## src/rtl/count_pkg.sv

```systemverilog
// Shared encodings for the BCD counter sequencing logic.
// Speed codes double as the display digit value, so they must stay 0/1/2.
package count_pkg;

  localparam logic [1:0] SPD_SLOW   = 2'b00;
  localparam logic [1:0] SPD_NORMAL = 2'b01;
  localparam logic [1:0] SPD_FAST   = 2'b10;

  localparam logic [1:0] ST_PAUSE = 2'd0;
  localparam logic [1:0] ST_RUN   = 2'd1;
  localparam logic [1:0] ST_LIMIT = 2'd2;

  // Saturating speed update; simultaneous up/down requests cancel.
  function automatic logic [1:0] speed_next(input logic [1:0] cur,
                                            input logic       up,
                                            input logic       dn);
    logic [1:0] nxt;
    nxt = cur;
    if (up && !dn) begin
      if (cur == SPD_SLOW)        nxt = SPD_NORMAL;
      else if (cur == SPD_NORMAL) nxt = SPD_FAST;
    end else if (dn && !up) begin
      if (cur == SPD_FAST)        nxt = SPD_NORMAL;
      else if (cur == SPD_NORMAL) nxt = SPD_SLOW;
    end
    return nxt;
  endfunction

endpackage

```

## src/rtl/step_prescaler.sv

```systemverilog
// Programmable step-rate prescaler: one counter whose period is selected by
// the speed code (4B / 2B / B clk cycles). tick is high for the single cycle
// in which the counter sits at period-1 while enabled; the counter then wraps.
module step_prescaler
  import count_pkg::*;
#(
  parameter int unsigned BASE_TICKS = 8388608,
  parameter int unsigned CNT_W      = 25
) (
  input  logic       clk,
  input  logic       rst,
  input  logic       enable,
  input  logic       clear,
  input  logic [1:0] speed,
  output logic       tick
);

  localparam logic [CNT_W-1:0] FAST_M1   = CNT_W'(BASE_TICKS - 1);
  localparam logic [CNT_W-1:0] NORMAL_M1 = CNT_W'(2 * BASE_TICKS - 1);
  localparam logic [CNT_W-1:0] SLOW_M1   = CNT_W'(4 * BASE_TICKS - 1);

  logic [CNT_W-1:0] cnt_q, cnt_d;
  logic [CNT_W-1:0] period_m1;

  // Terminal count for the selected speed; unused code 2'b11 falls back to SLOW.
  always_comb begin
    period_m1 = SLOW_M1;
    case (speed)
      SPD_FAST:   period_m1 = FAST_M1;
      SPD_NORMAL: period_m1 = NORMAL_M1;
      default:    period_m1 = SLOW_M1;
    endcase
  end

  // A clear wins over a coincident terminal count so no tick escapes a speed change.
  always_comb begin
    tick  = enable && !clear && (cnt_q == period_m1);
    cnt_d = cnt_q;
    if (clear) begin
      cnt_d = '0;
    end else if (enable) begin
      cnt_d = tick ? '0 : cnt_q + CNT_W'(1);
    end
  end

  // Counter register; holds whenever disabled so a paused period resumes.
  always_ff @(posedge clk) begin
    if (rst) cnt_q <= '0;
    else     cnt_q <= cnt_d;
  end

endmodule

```

## src/rtl/count_step_scheduler.sv

```systemverilog
// Sequencing controller for the 2-digit BCD up/down counter: run/pause FSM,
// 3-level speed select and step-rate prescaler. Emits registered one-cycle
// step strobes qualified by step_up; stops at 00/99 via at_min/at_max.
// Optional build macro COUNT_STEP_AUTO_REVERSE_EN: ping-pong mode where a
// tick at a limit reverses direction and steps instead of entering LIMIT.
module count_step_scheduler
  import count_pkg::*;
#(
  parameter int unsigned BASE_TICKS = 8388608,
  parameter int unsigned CNT_W      = 25
) (
  input  logic       clk,
  input  logic       rst,
  input  logic       en_pulse,
  input  logic       speed_up_pulse,
  input  logic       speed_down_pulse,
  input  logic       dir_level,
  input  logic       at_max,
  input  logic       at_min,
  output logic       step,
  output logic       step_up,
  output logic       running,
  output logic       limit_hit,
  output logic [1:0] speed
);

  logic [1:0] state_q, state_d;
  logic [1:0] speed_q, speed_d;
  logic       dir_q, dir_d;
  logic       step_q, step_d;
  logic       step_up_q, step_up_d;
  logic       running_q, running_d;
  logic       limit_hit_q, limit_hit_d;
  logic       limit_pulse;
  logic       speed_chg;
  logic       presc_en, presc_clr, tick;
  logic       blocked;
`ifdef COUNT_STEP_AUTO_REVERSE_EN
  logic       dir_level_q;
`endif

  // Speed request handling; any effective change restarts the period.
  always_comb begin
    speed_d   = speed_next(speed_q, speed_up_pulse, speed_down_pulse);
    speed_chg = (speed_d != speed_q);
  end

  // The prescaler advances only in RUN; en_pulse freezes it so a pause on the
  // terminal cycle keeps the count at period-1 and the step fires on resume.
  always_comb begin
    presc_en  = (state_q == ST_RUN) && !en_pulse;
    presc_clr = speed_chg || (state_q == ST_LIMIT);
    blocked   = dir_q ? at_max : at_min;
  end

  step_prescaler #(
    .BASE_TICKS (BASE_TICKS),
    .CNT_W      (CNT_W)
  ) u_prescaler (
    .clk    (clk),
    .rst    (rst),
    .enable (presc_en),
    .clear  (presc_clr),
    .speed  (speed_q),
    .tick   (tick)
  );

  // Mode FSM, step generation and direction tracking.
  always_comb begin
    state_d     = state_q;
    dir_d       = dir_q;
    step_d      = 1'b0;
    step_up_d   = step_up_q;
    limit_pulse = 1'b0;

`ifndef COUNT_STEP_AUTO_REVERSE_EN
    if (state_q != ST_PAUSE) dir_d = ~dir_level;
`endif

    case (state_q)
      ST_PAUSE: begin
        if (en_pulse) state_d = ST_RUN;
      end
      ST_RUN: begin
        if (en_pulse) begin
          state_d = ST_PAUSE;
        end else if (tick) begin
          if (blocked) begin
`ifdef COUNT_STEP_AUTO_REVERSE_EN
            dir_d       = ~dir_q;
            step_d      = 1'b1;
            step_up_d   = ~dir_q;
            limit_pulse = 1'b1;
`else
            state_d = ST_LIMIT;
`endif
          end else begin
            step_d    = 1'b1;
            step_up_d = dir_q;
          end
        end
      end
      ST_LIMIT: begin
        if (en_pulse)      state_d = ST_PAUSE;
        else if (!blocked) state_d = ST_RUN;
      end
      default: state_d = ST_PAUSE;
    endcase

`ifdef COUNT_STEP_AUTO_REVERSE_EN
    // A switch edge overrides an automatic reversal in the same cycle.
    if ((state_q == ST_RUN) && (dir_level != dir_level_q)) dir_d = ~dir_level;
`endif

    running_d = (state_d != ST_PAUSE);
`ifdef COUNT_STEP_AUTO_REVERSE_EN
    limit_hit_d = limit_pulse;
`else
    limit_hit_d = (state_d == ST_LIMIT);
`endif
  end

  // Registered state and outputs; reset drops any pending step.
  always_ff @(posedge clk) begin
    if (rst) begin
      state_q     <= ST_PAUSE;
      speed_q     <= SPD_SLOW;
      dir_q       <= 1'b1;
      step_q      <= 1'b0;
      step_up_q   <= 1'b1;
      running_q   <= 1'b0;
      limit_hit_q <= 1'b0;
    end else begin
      state_q     <= state_d;
      speed_q     <= speed_d;
      dir_q       <= dir_d;
      step_q      <= step_d;
      step_up_q   <= step_up_d;
      running_q   <= running_d;
      limit_hit_q <= limit_hit_d;
    end
  end

`ifdef COUNT_STEP_AUTO_REVERSE_EN
  // Previous switch level for edge detection.
  always_ff @(posedge clk) begin
    if (rst) dir_level_q <= 1'b0;
    else     dir_level_q <= dir_level;
  end
`endif

  assign step      = step_q;
  assign step_up   = step_up_q;
  assign running   = running_q;
  assign limit_hit = limit_hit_q;
  assign speed     = speed_q;

endmodule

```

## config.mk

```make
export PLATFORM = sky130hd
export DESIGN_NAME = count_step_scheduler
export DESIGN_NICKNAME = d
export VERILOG_FILES = /design/src/rtl/count_pkg.sv /design/src/rtl/step_prescaler.sv /design/src/rtl/count_step_scheduler.sv
export SDC_FILE = /design/constraint.sdc
export NUM_CORES = 1
export LEC_CHECK = 0
export BUFFER_PORTS_ARGS = -buffer_cell sky130_fd_sc_hd__clkbuf_2
export CELL_PAD_IN_SITES_DETAIL_PLACEMENT = 0
export CELL_PAD_IN_SITES_GLOBAL_PLACEMENT = 1
export CORE_ASPECT_RATIO = 0.9
export CORE_UTILIZATION = 45
export DETAILED_ROUTE_END_ITERATION = 10
export PLACE_DENSITY_LB_ADDON = 0.2
export SLEW_MARGIN = 20
export SYNTH_ARGS = -nofsm -noshare
export SYNTH_HDL_FRONTEND = slang
export SYNTH_SLANG_ARGS = --single-unit
export TNS_END_PERCENT = 50
```

## constraint.sdc

```tcl
create_clock -name clk -period 2.7 [get_ports clk]
set_clock_uncertainty 0.05 [all_clocks]
set_input_delay 0.135 -clock clk [delete_from_list [all_inputs] [get_ports clk]]
set_output_delay 0.135 -clock clk [all_outputs]
set_load 0.05 [all_outputs]
```

==> impl_results.md, run 1 <==
- FMAX: 433 MHz
- Design area: ~2000 µm²
- Most common library cells after synthesis: dfxtp_1 (34), nor2_1 (30), xnor2_1 (17), nand2_1 (13), xor2_1 (11)
- Dominant synthesized flop cell: dfxtp_1
- Relative slew margins: 0.621
- Layout area overhead: 10.4%
- Hold endpoint: step_up
- Ant diodes: 0
- Setup TNS: 0 ns
- Slew @ Worst Pin: 0.554 ns
- Largest area contributor in the netlist: dfxtp_1
- Layout Utilization: 0.528
- RSZ-0062 raised after global routing: false
- Hold buffers post-CTS: 0
- Final hold slack: ~0.033 ns
- Origin of the critical flop-to-flop path: speed[1]
- Status: finished, final reports clean
- Area contributors post-synth: dfxtp_1 (37%), xnor2_1 (8.2%), nor2_1 (6.2%)
- Power Total: about 1000 µW
- Async set-reset flop share out of synthesis: 0
- Post-route insts no fill: ~270
- Final worst setup slack: 0.389 ns
- # resized after CTS: 0
- Worst Min Path Start: at_max
- Final Cycle Share: 0.856
- First-pass GRT wire length: roughly 6200 µm
- Total grt overflow: 0
- Post-CTS Setup Bufs: 0
- I/O Buffers: 13
- CP arrival: 2.48 ns
- Max-slew violations: 0
- Die Y: just over 60 µm
- Area share of the largest cell type after synthesis: 0.373
- Post-route DRC violation count: 0
- CTS Buf Count: 5
- Max cap viols: 0
- Final nets: ~230
- GRT Util Overall: 0.177
- Maximum fanout along the worst path: 22
- Die X: a little under 70 µm
- CP Data Required Time: 2.87 ns
- Final Critical Period: approximately 2.3 ns
- Critical path endpoint category: flip-flop
- Std-Cell Rows: 21
- Fin. Hold Viols: 0
- Mean post-synth cell area: between 8 and 9 µm²
- Clock slew at reported path FFs: 0.07 ns
- Max H-tree Level: 2
- VDD IR max: 0.000283 V
- TritonCTS clock tree: done
- Largest net degree at the start of global routing: 23
- Worst R2R End: u_prescaler.cnt_q[1]
- Overall routed net length: 3340 µm
- Dpl cell area: approximately 1900 µm²
- DIE AREA: roughly 4300 µm²
- Number of global-route vias before repair: about 1400
- FF-to-FF path depth: 8
- Worst hold path cell count: 2
- Post-synth EDFFs: 0
- Core Box Area: ~3800 µm²
- Startpoint Class: flip-flop
- Top-count cell post-synth: dfxtp_1
- Synth Area in XOR/XNOR: 0.135
- R2R Setup Slk: a little under 0.4 ns
- Synth Net Count: ~220
- Adder-cell share of the synthesized area: 0.0275
- Pre-CTS WS: 0.402 ns
- CTS Sinks: 34
- Power per Cell Area: a little under 500 nW/µm²
- Post-synthesis cell count: around 210
- Dpl cells: 260
- GP Congestion: a little under 0.8
- Initial antenna violation count: 0
- Sequential share of the synthesized area: 0.373
- Pre-antenna DRT Iters: 4
- Vias per cell: roughly 5.2
- Initial Utilization: 0.478
- Mean routed wirelength per cell: between 10 and 15 µm
- Vias after detailed routing: ~1400
- Leak pwr: approximately 0.75 nW
- DRT antenna net count: 0
- Simple-gate area share of the yosys netlist: 0.312
- Critical path type: reg2reg
- Final Setup Violations: 0
- Boundary pin count: 14
- Worst skew pair latency: approximately 0.29 ns
- Synth cell types: 43
- Syn. warnings: 0
- Mux contribution to synthesized area: 0.0110
- Synth Register Bits: 34
- Main combinational cell family by area after synthesis: simple AND/OR/NAND/NOR gates
- Worst Hold Class: in2reg
- 1st-iter DRT viols: 72
- Hpwl dp: 2440 µm
- CTS root buf: clkbuf_8
- Share of post-route cells with drive strength above 1: 0.171
- CTS Buffer Depth: 2
- Mapped cell area: 1820 µm²
- Compound-Gate Fraction of Synth Area: 0.0947
==> cell type report <==
type / instances / area (µm²)
clock buffer: 7 / 86.3
clock inverter: 1 / 5.00
fill: 361 / 1800
inverter: 10 / 37.5
multi-input combinational: 154 / 1060
sequential: 34 / 681
tap: 46 / 57.6
timing repair buffer: 16 / 87.6
==> power by group <==
part	switching (mW)	total [mW]	internal, mW
Clock	0.183	0.389	0.206
Combinational	0.0618	0.0954	0.0336
Sequential	0.00636	0.514	0.508
==> cell families after synthesis <==
logic type | count (synthesis)
fa+ha+maj | 4
xor+xnor | 28
mux | 2
buf+inv | 17
compound gates | 25
simple gates | 95
flops | 34
==> metal layers <==
metal / track usage / share of wire / vias up
met1: 0.239 / 0.54 / 647
met2: 0.265 / 0.42 / 12
met4: 0.0842 / 0.018 / 0
met5: 0 / 0 / -
li1: - / - / 738
met3: 0.0435 / 0.022 / 7
==> worst max-delay path by stage <==
| stage | from | end | slack (ns) | cells after the start |
|---|---|---|---|---|
| 2_1_floorplan | speed[0] | step_up | 0.29 | 7 |
| 3_3_place_gp | speed[0] | u_prescaler.cnt_q[1] | 0.49 | 8 |
| 3_5_place_dp | speed[0] | step_up | 0.40 | 7 |
| 4_1_cts | speed[0] | u_prescaler.cnt_q[1] | 0.39 | 8 |
| 5_1_grt | speed[0] | u_prescaler.cnt_q[1] | 0.19 | 8 |
| 6_report | speed[1] | u_prescaler.cnt_q[1] | 0.39 | 8 |
==> critical path, cell delays in order, from the launching register on <==
cell and delay [ns]:
dfxtp_1 0.50, inv_1 0.10, ha_1 0.34, xnor2_1 0.15, a22oi_1 0.23, o211ai_1 0.24
nand3b_1 0.22, buf_4 0.23, o22ai_1 0.17
==> flip-flops by register name (all words and copies together) (netlist names) <==
signal / flops
state_q: 2
speed: 2
step: 1
limit_hit: 1
running: 1
step_up: 1
u_prescaler.cnt_q: 25
dir_q: 1
==> cells in the final DEF, fill, tap and decap left out, drive strengths merged, types with 2 or more instances in the layout <==
cell type and n:
nor3 10, a211o 2, inv 10, or2 2, nor3b 2, nand2b 3, and4 3, a21oi 6
clkbuf 20, nand3b 2, nor2 34, xor2 11, nand3 7, xnor2 17, mux2i 2, o31ai 3
nand4 9, dfxtp 34, ha 4, buf 3, o211a 2, nand2 13, a211oi 2, o21ai 4
nor2b 2
Power figures use the tool's default switching activity.
==> inputs of run 2 (changes only) <==
--- a/config.mk
+++ b/config.mk
@@ -11,6 +11,7 @@
 export CORE_ASPECT_RATIO = 0.9
 export CORE_UTILIZATION = 45
 export DETAILED_ROUTE_END_ITERATION = 10
+export MAX_ROUTING_LAYER = met4
 export PLACE_DENSITY_LB_ADDON = 0.2
 export SLEW_MARGIN = 20
 export SYNTH_ARGS = -nofsm -noshare
==> impl_results.md, run 2 (synthesized netlist as in run 1, its figures left out) <==
- Status: finished, final reports clean
- Leak pwr: 0.746 nW (unchanged)
- Initial Utilization: 0.478 (unchanged)
- Critical path type: reg2reg
- Mean routed wirelength per cell: 12.5 µm (+0.12%)
- Final Setup Violations: 0 (unchanged)
- GP Congestion: 0.780 (+1.3%)
- Clock slew at reported path FFs: 0.07 ns (about the same)
- Crit-path max cell delay: 0.54 ns (+0.04 ns)
- Largest register FFs: 25 (unchanged)
- Number of global-route vias before repair: 1368 (-0.22%)
- Hold buffers post-CTS: 0 (unchanged)
- Largest net degree at the start of global routing: 23 (unchanged)
- Critical Path, Cell by Cell: inv_1 -> ha_1 -> nor3b_1 -> a2111oi_0 -> o211ai_1 -> nand3b_1 -> buf_4 -> o22ai_1
- Power per Cell Area: 496 nW/µm² (about the same)
- Most frequent cells in the layout: dfxtp_1 (34), nor2_1 (30), xnor2_1 (17), nand2_1 (13), clkbuf_2 (13)
- M3 GR Usage: 0.0435 (unchanged)
- Setup TNS: 0 ns (unchanged)
- Final Cycle Share: 0.856 (about the same)
- Std-Cell Rows: 21 (unchanged)
- Hpwl dp: 2440 µm (unchanged)
- Initial antenna violation count: 0 (unchanged)
- Slew @ Worst Pin: 0.581 ns (+0.0274 ns)
- GRT Util Overall: 0.182 (+0.00542)
- Layout area overhead: 10.4% (unchanged)
- FMAX: 433 MHz (about the same)
- CTS Buf Count: 5 (unchanged)
- Grt met1 use: 0.240 (+0.00101)
- Most common cell after layout, fill and taps aside: dfxtp_1
- CTS Sinks: 34 (unchanged)
- Boundary pin count: 14 (unchanged)
- First-pass GRT wire length: 6190 µm (+0.34%)
- # resized after CTS: 0 (unchanged)
- Overall routed net length: 3350 µm (+0.12%)
- Final hold slack: 0.0328 ns (-0.000154 ns)
- CP arrival: 2.48 ns (about the same)
- Dpl cell area: 1920 µm² (unchanged)
- CP Data Required Time: 2.87 ns (about the same)
- Post-CTS Setup Bufs: 0 (unchanged)
- DRT antenna net count: 0 (unchanged)
- I/O Buffers: 13 (unchanged)
- Vias after detailed routing: 1406 (+0.14%)
- Total grt overflow: 0 (unchanged)
- Die Y: 62.4 µm (unchanged)
- Slowest CP cell: a2111oi_0
- Worst Hold Class: in2reg
- Design area: 2010 µm² (unchanged)
- Share of post-route cells with drive strength above 1: 0.171 (unchanged)
- Pre-antenna DRT Iters: 6 (+2)
- CTS Buffer Depth: 2 (unchanged)
- DIE AREA: 4310 µm² (unchanged)
- CTS root buf: clkbuf_8
- Met2 Track Usage GR: 0.265 (unchanged)
- Post-route DRC violation count: 0 (unchanged)
- Critical path endpoint category: flip-flop
- Maximum fanout along the worst path: 22 (unchanged)
- Reg with most FFs: u_prescaler.cnt_q
- Startpoint Class: flip-flop
- VDD IR max: 0.000284 V (+0.28%)
- Max-slew violations: 0 (unchanged)
- TritonCTS clock tree: done
- Core Box Area: 3810 µm² (unchanged)
- Final Critical Period: 2.31 ns (+0.000133 ns)
- Worst skew pair latency: 0.29 ns (about the same)
- RSZ-0062 raised after global routing: false
- Most crowded layer after global routing: met2
- Max cap viols: 0 (unchanged)
- Max H-tree Level: 2 (unchanged)
- Final nets: 233 (unchanged)
- Vias per cell: 5.25 (+0.14%)
- Relative slew margins: 0.603 (-0.0187)
- Ant diodes: 0 (unchanged)
- 1st-iter DRT viols: 64 (-11%)
- Fin. Hold Viols: 0 (unchanged)
- Die X: 69.1 µm (unchanged)
-- run 2: per-stage QoR --
stage / power (mW) / setup slack [ns] / std cells / utilization
global route: 1.04 / 0.189 / 268 / 0.528
floorplan: 0.597 / 0.292 / 205 / -
detailed placement: 0.620 / 0.402 / 260 / 0.504
finish: 0.998 / 0.389 / 268 / 0.528
global placement: 0.618 / 0.494 / 260 / 0.504
CTS: 1.01 / 0.391 / 268 / 0.528
-- run 2: area by class of cell --
class | count | area, µm²
fillers | 361 | 1800
multi-input cells | 154 | 1060
flip-flops and latches | 34 | 681
repair buffers | 16 | 87.6
clock buffers | 7 | 86.3
well taps | 46 | 57.6
inverters | 10 | 37.5
clock inverters | 1 | 5.00
-- run 2: power by group --
| part | internal (mW) | switching, mW |
|---|---|---|
| combinational | 0.0336 | 0.0614 |
| clock | 0.206 | 0.184 |
| sequential | 0.508 | 0.00634 |
| total | 0.747 | 0.252 |
-- run 2: layer usage --
metal  share of wire  routed length [µm]  vias to the layer above
met5               0                   0                        -
met4           0.019                  62                        0
met3           0.022                  75                        7
met2            0.42                1420                       14
met1            0.54                1790                      647
li1                -                   -                      738
-- run 2: path summary, 6_finish.rpt --
kind	from	end	slack, ns	depth (start not counted)
min	at_max	step_up	0.03	2
min reg2reg	u_prescaler.cnt_q[1]	u_prescaler.cnt_q[1]	0.44	2
max reg2reg	speed[1]	u_prescaler.cnt_q[1]	0.39	8
max	speed[1]	u_prescaler.cnt_q[1]	0.39	8
-- run 2: critical path, delay by kind of cell (launching register included) --
family | cells | cell delay [ns]
flip-flops | 1 | 0.40
AND/OR/NAND/NOR | 2 | 0.28
adder cells (fa/ha/maj) | 1 | 0.19
AO/OA/AOI/OAI | 3 | 0.98
buffers and inverters | 2 | 0.34
